===== config.mk =====
export PLATFORM = sky130hd
export DESIGN_NAME = ifu_fetch_ysyx_24100029
export DESIGN_NICKNAME = d
export VERILOG_FILES = /design/src/rtl/ifu_fetch_ysyx_24100029.sv
export SDC_FILE = /design/constraint.sdc
export NUM_CORES = 1
export LEC_CHECK = 0
export ABC_AREA = 1
export CORE_ASPECT_RATIO = 0.9
export CORE_UTILIZATION = 40
export CTS_BUF_LIST = sky130_fd_sc_hd__clkbuf_8
export DETAILED_ROUTE_END_ITERATION = 8
export GPL_TIMING_DRIVEN = 0
export HOLD_SLACK_MARGIN = 0.02
export PLACE_DENSITY_LB_ADDON = 0.05
export SLEW_MARGIN = 20
export SYNTH_ARGS = -nofsm -noshare
export SYNTH_HDL_FRONTEND = slang
export SYNTH_SLANG_ARGS = --single-unit

===== constraint.sdc =====
create_clock -name clk -period 3.8 [get_ports clk]
set_clock_uncertainty 0.15 [all_clocks]
set_input_delay 0.57 -clock clk [delete_from_list [all_inputs] [get_ports clk]]
set_output_delay 0.57 -clock clk [all_outputs]
set_load 0.03 [all_outputs]

===== src/rtl/ifu_fetch_ysyx_24100029.sv =====
// Instruction fetch: owns the PC, one outstanding imem read, hands words to decode; 3 cycles/inst best case.
// Backpressure: stalls in REQ on imem_req_ready, in HOLD on inst_ready. Optional counters: IFU_PERF_CNT_EN.
module ifu_fetch_ysyx_24100029 #(
    parameter logic [31:0] RESET_PC = 32'h8000_0000
) (
    input  logic        clk,
    input  logic        rst_n,
    output logic        imem_req_valid,
    input  logic        imem_req_ready,
    output logic [31:0] imem_req_addr,
    input  logic        imem_rsp_valid,
    output logic        imem_rsp_ready,
    input  logic [31:0] imem_rsp_data,
    output logic        inst_valid,
    input  logic        inst_ready,
    output logic [31:0] inst,
    output logic [31:0] inst_pc,
    output logic [6:0]  opcode,
    output logic [2:0]  funct3,
    output logic [6:0]  oprand,
    input  logic        redirect_valid,
    input  logic [31:0] redirect_pc
`ifdef IFU_PERF_CNT_EN
    ,
    output logic [31:0] perf_fetch_cnt,
    output logic [31:0] perf_discard_cnt
`endif
);

    typedef enum logic [1:0] {IDLE, REQ, WAIT, HOLD} state_t;

    state_t      state;
    state_t      state_nxt;
    logic [31:0] pc;
    logic        discard;
    logic [31:0] redirect_target;
    logic        rsp_fire;
    logic        drop;
    logic        fetch_fire;

    assign redirect_target = redirect_pc & 32'hFFFF_FFFC;
    assign rsp_fire        = (state == WAIT) && imem_rsp_valid;
    // A response is stale if an earlier redirect marked it, or a redirect lands in the same cycle.
    assign drop            = rsp_fire && (discard || redirect_valid);
    assign fetch_fire      = (state == HOLD) && inst_ready;

    always_ff @(posedge clk or negedge rst_n) begin
        if (!rst_n) begin
            state <= IDLE;
        end else begin
            state <= state_nxt;
        end
    end

    always_comb begin
        state_nxt = state;
        case (state)
            IDLE:    state_nxt = REQ;
            REQ:     state_nxt = imem_req_ready ? WAIT : REQ;
            WAIT:    if (imem_rsp_valid) state_nxt = drop ? REQ : HOLD;
            HOLD:    if (redirect_valid || fetch_fire) state_nxt = REQ;
            default: state_nxt = IDLE;
        endcase
    end

    always_comb begin
        imem_req_valid = 1'b0;
        imem_rsp_ready = 1'b0;
        inst_valid     = 1'b0;
        case (state)
            REQ:     imem_req_valid = 1'b1;
            WAIT:    imem_rsp_ready = 1'b1;
            HOLD:    inst_valid     = 1'b1;
            default: ;
        endcase
    end

    always_ff @(posedge clk or negedge rst_n) begin
        if (!rst_n) begin
            pc      <= RESET_PC;
            inst    <= 32'h0;
            inst_pc <= RESET_PC;
            discard <= 1'b0;
        end else begin
            case (state)
                REQ: begin
                    if (redirect_valid) begin
                        pc <= redirect_target;
                        if (imem_req_ready) discard <= 1'b1;
                    end
                end
                WAIT: begin
                    if (redirect_valid) pc <= redirect_target;
                    if (imem_rsp_valid) begin
                        discard <= 1'b0;
                        if (!drop) begin
                            inst    <= imem_rsp_data;
                            inst_pc <= pc;
                        end
                    end else if (redirect_valid) begin
                        discard <= 1'b1;
                    end
                end
                HOLD: begin
                    if (redirect_valid) pc <= redirect_target;
                    else if (fetch_fire) pc <= pc + 32'd4;
                end
                default: ;
            endcase
        end
    end

    assign imem_req_addr = pc;
    assign opcode        = inst[6:0];
    assign funct3        = inst[14:12];
    assign oprand        = inst[31:25];

`ifdef IFU_PERF_CNT_EN
    always_ff @(posedge clk or negedge rst_n) begin
        if (!rst_n) begin
            perf_fetch_cnt   <= 32'h0;
            perf_discard_cnt <= 32'h0;
        end else begin
            if (fetch_fire) perf_fetch_cnt <= perf_fetch_cnt + 32'd1;
            if (drop) perf_discard_cnt <= perf_discard_cnt + 32'd1;
        end
    end
`endif

endmodule


==> results of run 1 <==
cells in the mapped netlist (all sizes together):
master,count
nand2,187
dfrtp,93
nor2,85
inv,54
o21ai,52
buf,34
mux2,34
nand3,33
a21oi,9
clkbuf,8
ha,5
o22ai,5
a22oi,4
dfstp,2
nand3b,2
nand4,2
a31oi,1
a32oi,1
conb,1
nor3,1
o211ai,1
o31ai,1
or2,1
xor2,1
layer usage:
layer | track usage | routed length, µm
met2 | 0.370 | 6730
met4 | 0.0688 | 166
met5 | 0 | 0
met1 | 0.320 | 6780
met3 | 0.0580 | 1010
flip-flops by register name, summed over array words and instances, names as in the netlist:
signal / flops
inst: 32
imem_req_addr: 30
inst_pc: 30
state: 2
discard: 1
power groups by stage:
| stage | clock (W) | combinational (W) | sequential (W) |
|---|---|---|---|
| floorplan | 0 | 0.00136 | 0.00259 |
| global placement | 0 | 0.00353 | 0.00185 |
| detailed placement | 0 | 0.00357 | 0.00187 |
| CTS | 0.000662 | 0.00358 | 0.00185 |
| global route | 0.000694 | 0.00381 | 0.00192 |
| finish | 0.000636 | 0.00355 | 0.00186 |
kinds of logic after synthesis:
logic type | Yosys count
buf+inv | 96
other cells | 1
mux | 34
flops | 95
xor+xnor | 1
compound gates | 74
fa+ha+maj | 5
simple gates | 311
repair_timing:
action,4_1_cts,5_1_grt
endpoints found under the setup margin,0,0
endpoints found under the hold margin,44,0
hold buffers,1,0
how the worst max path moves through the flow:
stage / start / to / slack [ps]
after floorplan: state[0] / inst[0] / 1960
after global placement: rst_n / imem_req_addr[26] / -1590
after detailed placement: redirect_valid / imem_req_addr[9] / 1310
after CTS: state[1] / imem_req_valid / 1200
after global routing: state[0] / imem_rsp_ready / 1150
final: state[1] / imem_req_valid / 1220
area by class of cell:
type / instances / area (µm²)
Clock buffer: 10 / 138
Fill cell: 1125 / 4890
Clock inverter: 6 / 46.3
Buffer: 42 / 258
Tap cell: 160 / 200
Inverter: 54 / 205
Timing Repair Buffer: 181 / 1830
Multi-Input combinational cell: 429 / 2220
Sequential cell: 95 / 2380
metrics by stage:
stage,total power (W),setup TNS [ps],instances,setup slack [ps]
after floorplan,0.00395,0,620,1960
after global placement,0.00538,-147730,959,-1590
after detailed placement,0.00544,0,960,1310
after CTS,0.00609,0,977,1200
after global routing,0.00643,0,977,1150
final,0.00605,0,977,1220
worst register-to-register path, delay by kind of cell, from the launching register on:
kind            cells  cell delay, ps
buf+inv             2             650
simple gates        2             230
fa+ha+maj           1             250
flops               1             410
compound gates      2             240
==> impl_metrics.env, run 1 <==
export IMPL_nets=887
export IMPL_timing_rr_start="state[1]"
export IMPL_status="finished, final reports clean"
export IMPL_power_density_mw_per_mm2=831
export IMPL_overflow=0
export IMPL_start_util=0.415
export IMPL_wl_per_cell_um=15.0
export IMPL_end_kind="primary output"
export IMPL_insertion_delay_ps=380
export IMPL_hold_class="reg2reg"
export IMPL_timing_hold_ws_ps=343
export IMPL_pwr_share_seq=0.307
export IMPL_worstPathArrival_ps=1860
export IMPL_cts_tree="done"
export IMPL_final_min_clock_period_ps=2580
export IMPL_p_comb_frac=0.588
export IMPL_path_depth=3
export IMPL_cts_sink_count=95
export IMPL_wirelength_um=14700
export IMPL_root_buffer="clkbuf_8"
export IMPL_synth_top_cell_area_share=0.461
export IMPL_critPathMaxFanout=5
export IMPL_final_antenna_net_count=0
export IMPL_ys_warn_count=0
export IMPL_holdPathEnd="inst_pc[6]"
export IMPL_placed_area_mm2=0.00708
export IMPL_htree_levels=3
export IMPL_drcViolationCount=0
export IMPL_grt_usage=0.235
export IMPL_max_slew_worst_pin_slew_ps=668
export IMPL_cts_inserted_buffers=9
export IMPL_syn_cell_area_mm2=0.00505
export IMPL_grt_max_degree=51
export IMPL_netlist_instances=617
export IMPL_hold_path_startpoint="inst_pc[6]"
export IMPL_first_iter_violations=352
export IMPL_ff2ff_path_depth=7
export IMPL_synth_distinct_cells=33
export IMPL_post_cts_resize_count=0
export IMPL_final_cell_mix="clkdlybuf4s50_1 (178), nand2_1 (177), dfrtp_1 (93), nor2_1 (69), inv_1 (50)"
export IMPL_synth_xor_area_share=0.00173
export IMPL_setup_violations_final=0
export IMPL_port_buffers=179
export IMPL_p_clk_frac=0.105
export IMPL_fmax_ghz=0.387
export IMPL_hold_depth=2
export IMPL_slew_limit_headroom=0.555
export IMPL_firstDrtPassIters=5
export IMPL_startpoint_type="flip-flop"
export IMPL_insertedDiodeCount=0
export IMPL_peakVddDrop_v=0.000513
export IMPL_post_cts_repair_setup_buffers=0
export IMPL_cpMaxStageDelayCell="clkdlybuf4s50_1"
export IMPL_synthAdderAreaFrac=0.0124
export IMPL_area_delta_synth_final_pct=44.1
export IMPL_dieHeight_um=109
export IMPL_synthMuxAreaShare=0.0758
export IMPL_maxSlewViolCount=0
export IMPL_grt_pass1_vias=4463
export IMPL_final_util=0.598
export IMPL_path_clk_slew_ps=90
export IMPL_clk_path_buf_depth=2
export IMPL_fin_crit_sh=0.680
export IMPL_grt_pass1_wl_um=23300
export IMPL_ys_seq_area_frac=0.471
export IMPL_vias=4743
export IMPL_worstSetupPathType="reg2out"
export IMPL_max_stage_delay_ps=700
export IMPL_crit_required_ps=3080
export IMPL_cp_top_family="buffers and inverters"
export IMPL_rsz0062_at_grt="no"
export IMPL_worstPathBufferInverterCount=2
export IMPL_mostFrequentLayoutCell="clkdlybuf4s50_1"
export IMPL_synth_compound_area_share=0.0785
export IMPL_crit_chain="inv_1, ha_1, clkdlybuf4s50_1"
export IMPL_ys_seq_elements=95
export IMPL_rrSetupSlack_ps=1750
export IMPL_drv_cap=0
export IMPL_gp_congestion=0.911
export IMPL_dp_hpwl_um=11500
export IMPL_coreArea_mm2=0.0122
export IMPL_synth_top_family_by_area="simple AND/OR/NAND/NOR gates"
export IMPL_net_switching_power_w=0.00290
export IMPL_synth_largest_area_cell="dfrtp_1"
export IMPL_die_x_um=120
export IMPL_num_rows=38
export IMPL_via_per_inst=4.85
export IMPL_syn_area_per_cell_um2=8.19
export IMPL_post_route_cell_area_mm2=0.00728
export IMPL_timing_rr_end="imem_req_addr[9]"
export IMPL_p_leak_nw=3.32
export IMPL_switching_share=0.480
export IMPL_antenna_found_initial=0
export IMPL_synth_area_leaders="dfrtp_1 (46%), nand2_1 (13%), mux2_2 (7.6%)"
export IMPL_synthSimpleGateAreaFrac=0.268
export IMPL_intPower_w=0.00314
export IMPL_drive_gt1_frac=0.146
export IMPL_hold_viol=0
export IMPL_ios=186
export IMPL_dieArea_mm2=0.0131
Note: power is estimated with default switching activity, not from simulation.
==> run 2, diff against run 1 <==
==> constraint.sdc (replaced) <==
create_clock -name clk -period 2.35 [get_ports clk]
set_clock_uncertainty 0.15 [all_clocks]
set_input_delay 0.3525 -clock clk [delete_from_list [all_inputs] [get_ports clk]]
set_output_delay 0.3525 -clock clk [all_outputs]
set_load 0.03 [all_outputs]
==> impl_metrics.env, run 2 (synthesized netlist as in run 1, its figures left out) <==
export IMPL_p_leak_nw=3.33
export IMPL_power_density_mw_per_mm2=1340
export IMPL_nets=887
export IMPL_slew_limit_headroom=0.555
export IMPL_top_register="inst"
export IMPL_port_buffers=179
export IMPL_first_iter_violations=352
export IMPL_fin_crit_sh=0.955
export IMPL_rsz0062_at_grt="no"
export IMPL_grt_pass1_vias=4463
export IMPL_clk_path_buf_depth=2
export IMPL_largest_register_ff_count=32
export IMPL_setup_violations_final=0
export IMPL_wl_per_cell_um=15.0
export IMPL_num_rows=38
export IMPL_coreArea_mm2=0.0122
export IMPL_dp_cells=960
export IMPL_grt_pass1_wl_um=23300
export IMPL_firstDrtPassIters=5
export IMPL_rrSetupSlack_ps=300
export IMPL_final_min_clock_period_ps=2240
export IMPL_nFillCells=1126
export IMPL_vias=4743
export IMPL_root_buffer="clkbuf_8"
export IMPL_antenna_found_initial=0
export IMPL_startpoint_type="flip-flop"
export IMPL_dp_hpwl_um=11500
export IMPL_dieArea_mm2=0.0131
export IMPL_cts_inserted_buffers=9
export IMPL_grt_max_degree=51
export IMPL_critPathMaxFanout=4
export IMPL_status="finished, final reports clean"
export IMPL_timing_hold_ws_ps=295
export IMPL_worstPathBufferInverterCount=1
export IMPL_path_clk_slew_ps=100
export IMPL_fmax_ghz=0.446
export IMPL_ff2ff_path_depth=7
export IMPL_peakVddDrop_v=0.000829
export IMPL_crit_required_ps=1850
export IMPL_drive_gt1_frac=0.146
export IMPL_worstSetupPathType="reg2out"
export IMPL_worstPathArrival_ps=1740
export IMPL_htree_levels=3
export IMPL_final_antenna_net_count=0
export IMPL_layoutNonFillerInstCount=977
export IMPL_cts_tree="done"
export IMPL_crit_chain="ha_1, clkdlybuf4s50_1"
export IMPL_cpMaxStageDelayCell="clkdlybuf4s50_1"
export IMPL_wirelength_um=14700
export IMPL_drcViolationCount=0
export IMPL_cp_top_family="buffers and inverters"
export IMPL_grt_usage=0.235
export IMPL_timing_rr_end="imem_req_addr[9]"
export IMPL_hold_class="in2async"
export IMPL_hold_viol=0
export IMPL_ios=186
export IMPL_insertion_delay_ps=380
export IMPL_cts_sink_count=95
export IMPL_overflow=0
export IMPL_dieHeight_um=109
export IMPL_gp_congestion=0.911
export IMPL_timing_rr_start="state[1]"
export IMPL_maxSlewViolCount=0
export IMPL_max_slew_worst_pin_slew_ps=668
export IMPL_insertedDiodeCount=0
export IMPL_via_per_inst=4.85
export IMPL_area_delta_synth_final_pct=44.0
export IMPL_die_x_um=120
export IMPL_drv_cap=0
export IMPL_final_cell_mix="nand2_1 (177), clkdlybuf4s50_1 (176), dfrtp_1 (93), nor2_1 (69), inv_1 (50)"
export IMPL_start_util=0.415
export IMPL_max_stage_delay_ps=700
export IMPL_end_kind="primary output"
export IMPL_mostFrequentLayoutCell="nand2_1"
run 2: worst max path at each step:
stage                         startpoint  slack [ps]  depth (start not counted)                 to
after floorplan                 state[0]         510                          7            inst[0]
after CTS                       state[1]          90                          2         inst_valid
final                           state[1]         110                          2         inst_valid
after detailed placement  redirect_valid          80                          8   imem_req_addr[9]
after global placement             rst_n       -2820                          1  imem_req_addr[26]
after global routing            state[1]          50                          2         inst_valid
run 2: cell type report:
cell class                      count  area [µm²]  share of cell area
Clock inverter                      6        46.3             0.00636
Tap cell                          160         200              0.0275
Buffer                             42         258              0.0354
Multi-Input combinational cell    429        2220               0.305
Inverter                           54         205              0.0282
Sequential cell                    95        2380               0.327
Timing Repair Buffer              181        1830               0.251
Clock buffer                       10         138              0.0189
run 2: metrics by stage:
stage	setup TNS, ps	util	power, W	area (µm²)	setup slack (ps)
finish	0	0.598	0.00977	7270	105
global route	0	0.598	0.0104	7270	48.2
CTS	0	0.598	0.00984	7270	85.3
detailed placement	0	0.582	0.00879	7080	81.7
global placement	-264820	0.580	0.00871	7050	-2820
floorplan	0	-	0.00639	5060	509
run 2: power breakdown:
group	total [W]	switching (W)	leakage [nW]	internal, W
Sequential	0.00300	0.000669	1.21	0.00233
Combinational	0.00574	0.00342	2.03	0.00232
Clock	0.00103	0.000607	0.0882	0.000421
run 2: what timing repair did:
item / in CTS / in global routing
buffers inserted: 0 / 0
endpoints found under the setup margin: 2 / 0
hold endpoints to repair: 44 / 0
hold buffers: 1 / 0
gates resized for setup: 2 / 0
run 2: routing by layer:
layer / up-vias / share of wire / global-route usage / routed length (µm)
li1: 2342 / - / - / -
met1: 2226 / 0.46 / 0.320 / 6780
met2: 162 / 0.46 / 0.370 / 6730
met3: 13 / 0.069 / 0.0580 / 1010
met4: 0 / 0.011 / 0.0688 / 166
met5: - / 0 / 0 / 0
==> run 3, diff against run 2 <==
--- a/config.mk
+++ b/config.mk
@@ -5,7 +5,7 @@
 export SDC_FILE = /design/constraint.sdc
 export NUM_CORES = 1
 export LEC_CHECK = 0
-export ABC_AREA = 1
+export ABC_AREA = 0
 export CORE_ASPECT_RATIO = 0.9
 export CORE_UTILIZATION = 40
 export CTS_BUF_LIST = sky130_fd_sc_hd__clkbuf_8
==> impl_metrics.env, run 3 <==
export IMPL_htree_levels=3
export IMPL_peakVddDrop_v=0.000686
export IMPL_area_delta_synth_final_pct=48.6
export IMPL_port_buffers=179
export IMPL_via_per_inst=5.26
export IMPL_worstPathArrival_ps=1670
export IMPL_crit_required_ps=1850
export IMPL_tns_ps=0
export IMPL_wl_per_cell_um=16.6
export IMPL_async_flop_share=1.00
export IMPL_gp_congestion=0.841
export IMPL_ys_seq_elements=95
export IMPL_insertion_delay_ps=360
export IMPL_yosysMostFrequentCell="dfrtp_1"
export IMPL_dp_hpwl_um=9460
export IMPL_ys_seq_area_frac=0.510
export IMPL_end_kind="primary output"
export IMPL_largest_register_ff_count=32
export IMPL_first_iter_violations=191
export IMPL_start_util=0.410
export IMPL_nets=681
export IMPL_cts_tree="done"
export IMPL_wirelength_um=12700
export IMPL_grt_pass1_vias=3922
export IMPL_synth_top_cell_area_share=0.499
export IMPL_cts_inserted_buffers=9
export IMPL_firstDrtPassIters=5
export IMPL_mostFrequentLayoutCell="clkdlybuf4s50_1"
export IMPL_drive_gt1_frac=0.223
export IMPL_hold_class="in2async"
export IMPL_synth_common_cells="dfrtp_1 (93), mux2_2 (62), nor2_1 (27)"
export IMPL_placed_area_mm2=0.00669
export IMPL_pre_cts_ws_ps=-288
export IMPL_multi_input_area_mm2=0.00203
export IMPL_setup_violations_final=0
export IMPL_max_slew_worst_pin_slew_ps=582
export IMPL_final_min_clock_period_ps=2170
export IMPL_vias=4033
export IMPL_fmax_ghz=0.460
export IMPL_antenna_found_initial=0
export IMPL_final_antenna_net_count=0
export IMPL_root_buffer="clkbuf_8"
export IMPL_synth_largest_area_cell="dfrtp_1"
export IMPL_synth_distinct_cells=57
export IMPL_dieArea_mm2=0.0121
export IMPL_ios=186
export IMPL_worstSetupPathType="reg2out"
export IMPL_critPathMaxFanout=4
export IMPL_cts_sink_count=95
export IMPL_num_rows=37
export IMPL_slew_limit_headroom=0.609
export IMPL_hold_viol=0
export IMPL_finalWorstSetupSlack_ps=178
export IMPL_rsz0062_at_grt="no"
export IMPL_die_x_um=116
export IMPL_grt_usage=0.217
export IMPL_ys_warn_count=0
export IMPL_totalPowerFinal_w=0.00913
export IMPL_insertedDiodeCount=0
export IMPL_fin_crit_sh=0.924
export IMPL_synth_area_leaders="dfrtp_1 (50%), mux2_2 (15%), buf_4 (3.4%)"
export IMPL_drcViolationCount=0
export IMPL_post_cts_repair_setup_buffers=0
export IMPL_path_clk_slew_ps=80
export IMPL_seq_area_mm2=0.00238
export IMPL_syn_area_per_cell_um2=11.3
export IMPL_drv_cap=0
export IMPL_syn_cell_area_mm2=0.00467
export IMPL_clk_path_buf_depth=2
export IMPL_grt_max_degree=65
export IMPL_startpoint_type="flip-flop"
export IMPL_grt_pass1_wl_um=20200
export IMPL_coreArea_mm2=0.0114
export IMPL_post_route_cell_area_mm2=0.00693
export IMPL_netlist_instances=413
export IMPL_maxSlewViolCount=0
export IMPL_p_leak_nw=3.02
export IMPL_final_cell_mix="clkdlybuf4s50_1 (176), dfrtp_1 (93), mux2_2 (62), nor2_1 (26), nand2_1 (26)"
export IMPL_overflow=0
export IMPL_top_register="inst"
export IMPL_dieHeight_um=104
export IMPL_nFillCells=1014
export IMPL_synth_ff_type="dfrtp_1"
export IMPL_status="finished, final reports clean"
export IMPL_power_density_mw_per_mm2=1320
export IMPL_synth_edf_count=0
run 3: cell count changes in the layout (fill, tap and decap cells not counted), moves of 9 or more:
| cell | delta |
|---|---|
| nor2_1 | -43 |
| a21oi_1 | +16 |
| o21ai_0 | -30 |
| a2bb2oi_1 | +9 |
| nand3_1 | -20 |
| nand2_1 | -151 |
| inv_1 | -42 |
| mux2_2 | +28 |
run 3: what timing repair did:
action | CTS | global route
resized for setup | 0 | 12
hold buffers | 1 | 0
pin swaps | 0 | 0
endpoints found under the setup margin | 64 | 70
endpoints found under the hold margin | 31 | 0
run 3: critical path, cell delays in order (launching register included):
cell	delay, ps
dfrtp_1	420
ha_1	220
clkdlybuf4s50_1	680
run 3: path summary, 6_finish.rpt:
check / startpoint / slack, ps / endpoint / cells after the start
setup / recovery: state[0] / 180 / inst_valid / 2
max in group asynchronous: rst_n / 1080 / inst_pc[31] / 3
hold / removal: rst_n / 300 / discard / 2
setup reg to reg: imem_req_addr[4] / 180 / imem_req_addr[29] / 5
min in group clk: inst_pc[24] / 360 / inst_pc[24] / 1
hold reg to reg: inst_pc[24] / 360 / inst_pc[24] / 1
run 3: per-layer routing:
layer / GRT usage / share of wire / vias to the layer above
li1: - / - / 1872
met1: 0.291 / 0.44 / 1992
met2: 0.358 / 0.49 / 159
met4: 0.0485 / 0.0075 / 0
met5: 0 / 0 / -
met3: 0.0460 / 0.066 / 10
run 3: final cells by class:
cell class	instances	share of cell area
Buffer	41	0.0368
Clock buffer	11	0.0218
Clock inverter	5	0.00830
Inverter	7	0.00379
Multi-Input combinational cell	271	0.293
Sequential cell	95	0.343
Tap cell	156	0.0282
Timing Repair Buffer	181	0.265
run 3: kinds of logic after synthesis:
family          count (synthesis)  synth area share
mux                            64             0.154
buf+inv                        50            0.0606
flops                          95             0.510
compound gates                 88             0.126
other cells                     1          0.000804
simple gates                  110             0.136
fa+ha+maj                       5            0.0134
run 3: through the flow:
stage,utilization,instances,hold WS [ps]
floorplan,-,416,-93.1
global placement,0.585,751,338
detailed placement,0.588,752,113
CTS,0.606,767,301
global route,0.609,767,320
finish,0.609,767,303
run 3: power by group:
part | leakage, nW | total (W) | switching (W) | internal [W]
Sequential | 1.22 | 0.00295 | 0.000669 | 0.00228
Clock | 0.103 | 0.00111 | 0.000563 | 0.000548
Combinational | 1.70 | 0.00506 | 0.00282 | 0.00224
